## src/rtl/cpu_seq_pkg.sv

```systemverilog
// cpu_seq_pkg: state encodings, phase-enable bit indices and defaults for the phase sequencer
package cpu_seq_pkg;
  typedef enum logic [2:0] {
    S_IDLE = 3'd0,
    S_IF   = 3'd1,
    S_ID   = 3'd2,
    S_EX   = 3'd3,
    S_MEM  = 3'd4,
    S_WB   = 3'd5
  } state_e;
  localparam int PH_IF  = 0;
  localparam int PH_ID  = 1;
  localparam int PH_EX  = 2;
  localparam int PH_MEM = 3;
  localparam int PH_WB  = 4;
  localparam int DIV_DEFAULT = 100;
  function automatic logic [4:0] phase_onehot(input state_e s);
    return s == S_IF  ? 5'(1) << PH_IF  :
           s == S_ID  ? 5'(1) << PH_ID  :
           s == S_EX  ? 5'(1) << PH_EX  :
           s == S_MEM ? 5'(1) << PH_MEM :
           s == S_WB  ? 5'(1) << PH_WB  : 5'd0;
  endfunction
endpackage

```

## src/rtl/cpu_phase_sequencer_if.sv

```systemverilog
// cpu_phase_sequencer_if: debug control, decoder/memory handshake and phase outputs (SEQ_PERF_CNT_EN adds retired_cnt_o)
interface cpu_phase_sequencer_if;
  import cpu_seq_pkg::*;
  logic       run_i;
  logic       step_i;
  logic       halt_i;
  logic       mem_op_i;
  logic       mem_ack_i;
  logic [4:0] phase_en_o;
  state_e     phase_o;
  logic       mem_req_o;
  logic       retire_o;
  logic       halted_o;
`ifdef SEQ_PERF_CNT_EN
  logic [31:0] retired_cnt_o;
`endif
  modport master (
    output run_i, step_i, halt_i, mem_op_i, mem_ack_i,
`ifdef SEQ_PERF_CNT_EN
    input retired_cnt_o,
`endif
    input phase_en_o, phase_o, mem_req_o, retire_o, halted_o
  );
  modport slave (
    input run_i, step_i, halt_i, mem_op_i, mem_ack_i,
`ifdef SEQ_PERF_CNT_EN
    output retired_cnt_o,
`endif
    output phase_en_o, phase_o, mem_req_o, retire_o, halted_o
  );
endinterface

```

## src/rtl/seq_prescaler.sv

```systemverilog
// seq_prescaler: free-running 0..DIV-1 counter emitting a one-cycle clock-enable tick
module seq_prescaler #(
  parameter int DIV   = 100,
  parameter int CNT_W = 16
) (
  input  logic clk,
  input  logic rst_n,
  output logic tick_o
);
  logic [CNT_W-1:0] cnt_q;
  assign tick_o = cnt_q == CNT_W'(DIV - 1);
  // wrap on the tick so the tick period is exactly DIV cycles
  always_ff @(posedge clk) cnt_q <= (!rst_n || tick_o) ? '0 : cnt_q + CNT_W'(1);
endmodule

```

## src/rtl/cpu_phase_sequencer.sv

```systemverilog
// cpu_phase_sequencer: IF/ID/EX/MEM/WB clock-enable sequencer with run/step/halt; SEQ_PERF_CNT_EN adds a retire counter
module cpu_phase_sequencer
  import cpu_seq_pkg::*;
#(
  parameter int DIV   = DIV_DEFAULT,
  parameter int CNT_W = 16
) (
  input logic                  clk_100M,
  input logic                  rst_n,
  cpu_phase_sequencer_if.slave sif
);
  state_e     state_q, state_d;
  logic [4:0] phase_en_q;
  logic       mem_req_q, mem_done_q, retire_q, step_pend_q;
  logic       tick, leave_wb, ack;
  seq_prescaler #(.DIV(DIV), .CNT_W(CNT_W)) u_pre (.clk(clk_100M), .rst_n(rst_n), .tick_o(tick));
  assign leave_wb = tick && state_q == S_WB;
  assign ack      = state_q == S_MEM && mem_req_q && sif.mem_ack_i;
  // next phase; halt only gates the instruction boundaries (IDLE and WB exit)
  always_comb begin
    state_d = !tick                ? state_q :
              state_q == S_IDLE    ? (((sif.run_i || step_pend_q) && !sif.halt_i) ? S_IF : S_IDLE) :
              state_q == S_IF      ? S_ID :
              state_q == S_ID      ? S_EX :
              state_q == S_EX      ? (sif.mem_op_i ? S_MEM : S_WB) :
              state_q == S_MEM     ? (mem_done_q ? S_WB : S_MEM) :
              state_q == S_WB      ? ((sif.run_i && !sif.halt_i) ? S_IF : S_IDLE) : S_IDLE;
  end
  // phase FSM with registered enables; a held MEM phase does not re-pulse its enable
  always_ff @(posedge clk_100M) begin
    if (!rst_n) begin
      state_q     <= S_IDLE;
      phase_en_q  <= '0;
      mem_req_q   <= 1'b0;
      mem_done_q  <= 1'b0;
      retire_q    <= 1'b0;
      step_pend_q <= 1'b0;
    end else begin
      state_q     <= state_d;
      phase_en_q  <= state_d != state_q ? phase_onehot(state_d) : '0;
      mem_req_q   <= (state_d == S_MEM && state_q != S_MEM) ? 1'b1 : ack ? 1'b0 : mem_req_q;
      mem_done_q  <= (state_q == S_MEM && state_d != S_MEM) ? 1'b0 : ack ? 1'b1 : mem_done_q;
      retire_q    <= leave_wb;
      step_pend_q <= sif.step_i || (step_pend_q && !leave_wb);
    end
  end
  assign sif.phase_en_o = phase_en_q;
  assign sif.phase_o    = state_q;
  assign sif.mem_req_o  = mem_req_q;
  assign sif.retire_o   = retire_q;
  assign sif.halted_o   = state_q == S_IDLE;
`ifdef SEQ_PERF_CNT_EN
  logic [31:0] perf_cnt_q;
  // counts retires alongside the retire pulse, wrapping naturally at 2^32
  always_ff @(posedge clk_100M) perf_cnt_q <= !rst_n ? '0 : perf_cnt_q + {31'd0, leave_wb};
  assign sif.retired_cnt_o = perf_cnt_q;
`endif
endmodule

```

## src/flat_wrapper.sv

```systemverilog
// flat-port wrapper written by rule: the top's interface ports become plain ports
module cpu_phase_sequencer_flat import cpu_seq_pkg::*;
#(
  parameter int DIV   = DIV_DEFAULT,
  parameter int CNT_W = 16
)
  (clk_100M, rst_n, sif_run_i, sif_step_i, sif_halt_i, sif_mem_op_i, sif_mem_ack_i, sif_phase_en_o, sif_phase_o, sif_mem_req_o, sif_retire_o, sif_halted_o);
  cpu_phase_sequencer_if sif_i ();
  input logic clk_100M;
  input logic rst_n;
  input wire logic [$bits(sif_i.run_i)-1:0] sif_run_i;
  input wire logic [$bits(sif_i.step_i)-1:0] sif_step_i;
  input wire logic [$bits(sif_i.halt_i)-1:0] sif_halt_i;
  input wire logic [$bits(sif_i.mem_op_i)-1:0] sif_mem_op_i;
  input wire logic [$bits(sif_i.mem_ack_i)-1:0] sif_mem_ack_i;
  output wire logic [$bits(sif_i.phase_en_o)-1:0] sif_phase_en_o;
  output wire logic [$bits(sif_i.phase_o)-1:0] sif_phase_o;
  output wire logic [$bits(sif_i.mem_req_o)-1:0] sif_mem_req_o;
  output wire logic [$bits(sif_i.retire_o)-1:0] sif_retire_o;
  output wire logic [$bits(sif_i.halted_o)-1:0] sif_halted_o;
  assign sif_i.run_i = sif_run_i;
  assign sif_i.step_i = sif_step_i;
  assign sif_i.halt_i = sif_halt_i;
  assign sif_i.mem_op_i = sif_mem_op_i;
  assign sif_i.mem_ack_i = sif_mem_ack_i;
  assign sif_phase_en_o = sif_i.phase_en_o;
  assign sif_phase_o = sif_i.phase_o;
  assign sif_mem_req_o = sif_i.mem_req_o;
  assign sif_retire_o = sif_i.retire_o;
  assign sif_halted_o = sif_i.halted_o;
  cpu_phase_sequencer #(.DIV(DIV), .CNT_W(CNT_W)) u_core (.clk_100M(clk_100M), .rst_n(rst_n), .sif(sif_i));
endmodule
```

## config.mk

```make
export PLATFORM = sky130hd
export DESIGN_NAME = cpu_phase_sequencer_flat
export DESIGN_NICKNAME = d
export VERILOG_FILES = /design/src/rtl/cpu_seq_pkg.sv /design/src/rtl/cpu_phase_sequencer_if.sv /design/src/rtl/seq_prescaler.sv /design/src/rtl/cpu_phase_sequencer.sv /design/src/flat_wrapper.sv
export SDC_FILE = /design/constraint.sdc
export NUM_CORES = 1
export LEC_CHECK = 0
export CAP_MARGIN = 20
export CORE_MARGIN = 2
export CORE_UTILIZATION = 40
export CTS_CLUSTER_SIZE = 28
export DETAILED_ROUTE_END_ITERATION = 10
export GPL_TIMING_DRIVEN = 0
export PLACE_DENSITY = 0.57
export SYNTH_ARGS = -nofsm -noshare
export SYNTH_HDL_FRONTEND = slang
export SYNTH_HIERARCHICAL = 1
export SYNTH_SLANG_ARGS = --single-unit
```

## constraint.sdc

```tcl
create_clock -name clk_100M -period 2.5 [get_ports clk_100M]
set_input_delay 0.5 -clock clk_100M [delete_from_list [all_inputs] [get_ports clk_100M]]
set_output_delay 0.5 -clock clk_100M [all_outputs]
set_load 0.01 [all_outputs]
```

==> results.yml <==
power:
  power_leakage_nw: 0.5534
  irDropWorstVdd_v: 0.0003120
  p_total_uw: 685.4
  power_density_mw_per_mm2: 423.3
sta:
  finalSetupTns_ns: 0
  slew_viol_final: 0
  worst_hold_slack_ns: 0.5237
  rsz0062_at_grt: "false"
  relSlewSlack_pct: 78.84
  period_needed_ns: 2.223
  finClkSkew_ns: 0.005665
  finalCritPeriodShare_pct: 88.91
  max_freq_mhz: 449.9
  final-setup-viol-count: 0
  worstMarginPinSlew_ns: 0.3174
  hold_violations: 0
global_route:
  grt_max_degree: 15
  grt_pass1_wl_um: 4885
  gr-total-overflow: 0
  grt_pass1_vias: 1090
  antenna_found_initial: 0
  grt_usage_pct: 15.23
logic_synthesis:
  yosysTopAreaCell: "dfxtp_1"
  synth_top_family_by_area: "simple AND/OR/NAND/NOR gates"
  synth_cells: 142
  synth_fa_ha_area_share_pct: 1.832
  synth.avg_cell_area_um2: 9.622
  synth_area_leaders: "dfxtp_1 41%, xnor2_1 6.4%, nor2_1 4.7%"
  synthMuxAreaShare_pct: 0.8242
  syn_nets: 151
  synth_compound_area_share_pct: 10.90
  ys_seq_area_share_pct: 41.03
  synthSimpleGateAreaFrac_pct: 31.41
  ys_warn_count: 6
  synth_top_area_share_pct: 41.03
  synth.distinct_cells: 43
  netlist_area_mm2: 0.001366
  synthXorXnorAreaFrac_pct: 8.974
  ys_ff_latch: 28
route:
  viasPerCell: 5.106
  met3WireLength_um: 120
  vias: 1062
  wl_met2_um: 1343
  top_layer_used: "met4"
  wl_met1_um: 1201
  drt-total-wl_um: 2708
  drc: 0
  avgRoutedWirePerCell_um: 13.02
  antenna_left: 0
  dr.pass1.iters: 4
  drtIter0Drc: 59
die:
  dieArea_mm2: 0.003899
  io_pins: 18
  fp.dieW_um: 62.45
  initial_core_util_pct: 41.27
  coreArea_mm2: 0.003311
  die_h_um: 62.45
  rows: 21
worst_setup_path:
  cp.arrival_ns: 1.72
  criticalPathCategory: "reg2out"
  crit_fanout: 10
  slowest_delay_ns: 0.50
  critPathCaptureType: "output port"
  start_kind: "register"
  slowest_stage: "or3_2"
  cp_cell_sequence: "buf_2, or3_2, inv_1, dlygate4sd2_1"
  crit_required_ns: 2.00
cts:
  clk_path_buf_depth: 2
  postCtsSetupBuffers: 0
  cts_max_level: 1
  clk_latency_ns: 0.33
  cts_sinks: 28
  tritoncts: "yes"
  postCtsResizedCells: 3
  ctsHoldBuffers: 0
  cts_root_buffer: "clkbuf_4"
  path_clk_slew_ns: 0.15
  cts_made_buffers: 3
placement:
  gp_congestion: 0.8129
  hpwl_um: 1940
  dp_cells: 205
  numPortBuffers: 17
final_layout:
  drive_gt1_share_pct: 20.37
  fin_cells: 208
  nNetsFinal: 173
  post-route-util_pct: 48.90
  diodes: 0
  area_growth_pct: 18.50
hold_path:
  min-delay-path-class: "reg2reg"
run:
  maxCapViolCount: 0
status:
  status: "finished clean"
[per-layer routing]
| layer | up-vias | GRT usage, % |
|---|---|---|
| met5 | - | 0 |
| met4 | 0 | 5.278 |
| met3 | 4 | 4.144 |
| met2 | 26 | 27.02 |
| met1 | 494 | 17.57 |
| li1 | 538 | - |
[path summary, 6_finish.rpt]
| kind | from | end | slack, ns | cells after the start |
|---|---|---|---|---|
| min | u_core/u_pre/cnt_q[0] | u_core/u_pre/cnt_q[0] | 0.52 | 1 |
| max | u_core/sif.phase_o[0] | sif_halted_o | 0.28 | 4 |
| min reg2reg | u_core/u_pre/cnt_q[0] | u_core/u_pre/cnt_q[0] | 0.52 | 1 |
| max reg2reg | u_core/u_pre/cnt_q[0] | u_core/mem_done_q | 0.52 | 8 |
[flip-flops by register name, summed over array words and instances, names as in the netlist]
name	cells
u_core/sif.phase_en_o	5
u_core/u_pre/cnt_q	16
u_core/sif.phase_o	3
u_core/sif.retire_o	1
u_core/sif.mem_req_o	1
u_core/step_pend_q	1
u_core/mem_done_q	1
[cell type report]
type                       count  area (um^2)
multi-input combinational    101        737.0
timing repair buffer          17        168.9
clock buffer                   3        22.52
inverter                       7        26.28
tap                           46        57.56
sequential                    28        564.3
buffer                         6        42.54
fill                         332         1692
[metrics by stage]
step                      cell area (um^2)  worst slack, ns
final                                 1619           0.2774
after CTS                             1619           0.2591
after floorplan                       1366           0.7507
after global placement                1594           0.3623
after detailed placement              1594           0.3532
after global routing                  1619           0.1938
[cell usage in the layout (no fill, tap or decap), types with 5 or more instances in the layout]
cell,n
clkdlybuf4s50_1,16
nor2_1,17
xnor2_1,10
inv_1,6
nand4_1,6
a21oi_1,5
dfxtp_1,27
nand2_1,11
[power by group]
group	internal, mW	switching, mW	total, mW
logic	0.0190	0.0196	0.0386
clock network	0.0565	0.134	0.191
registers	0.451	0.00559	0.456
total	0.526	0.159	0.685
[logic make-up after synthesis]
logic type / Yosys count
AND/OR/NAND/NOR: 67
buffers and inverters: 13
multiplexers: 1
AO/OA/AOI/OAI: 17
XOR/XNOR: 14
adder cells (fa/ha/maj): 2
flip-flops: 28
[synthesized netlist by cell type, drive strengths merged]
master   count
a21oi        5
nand4bb      1
nor4         6
nand4b       1
and3         1
and3b        1
nand3        4
o211ai       3
nand4        7
o21bai       1
nand2       12
xor2         4
o21ai        2
or3          1
a211oi       1
xnor2       10
nand2b       1
o221ai       1
a31o         1
and4         1
nor3         6
ha           2
a31oi        1
and2         1
nor2        21
o22a         1
buf          6
and4bb       1
inv          7
a221oi       1
dfxtp       28
mux2         1
nor3b        2
[critical path, delay by kind of cell (launching register included)]
family	cells	cell delay (ns)
flip-flops	1	0.40
AND/OR/NAND/NOR	1	0.50
buffers and inverters	3	0.49
Power figures use the tool's default switching activity.
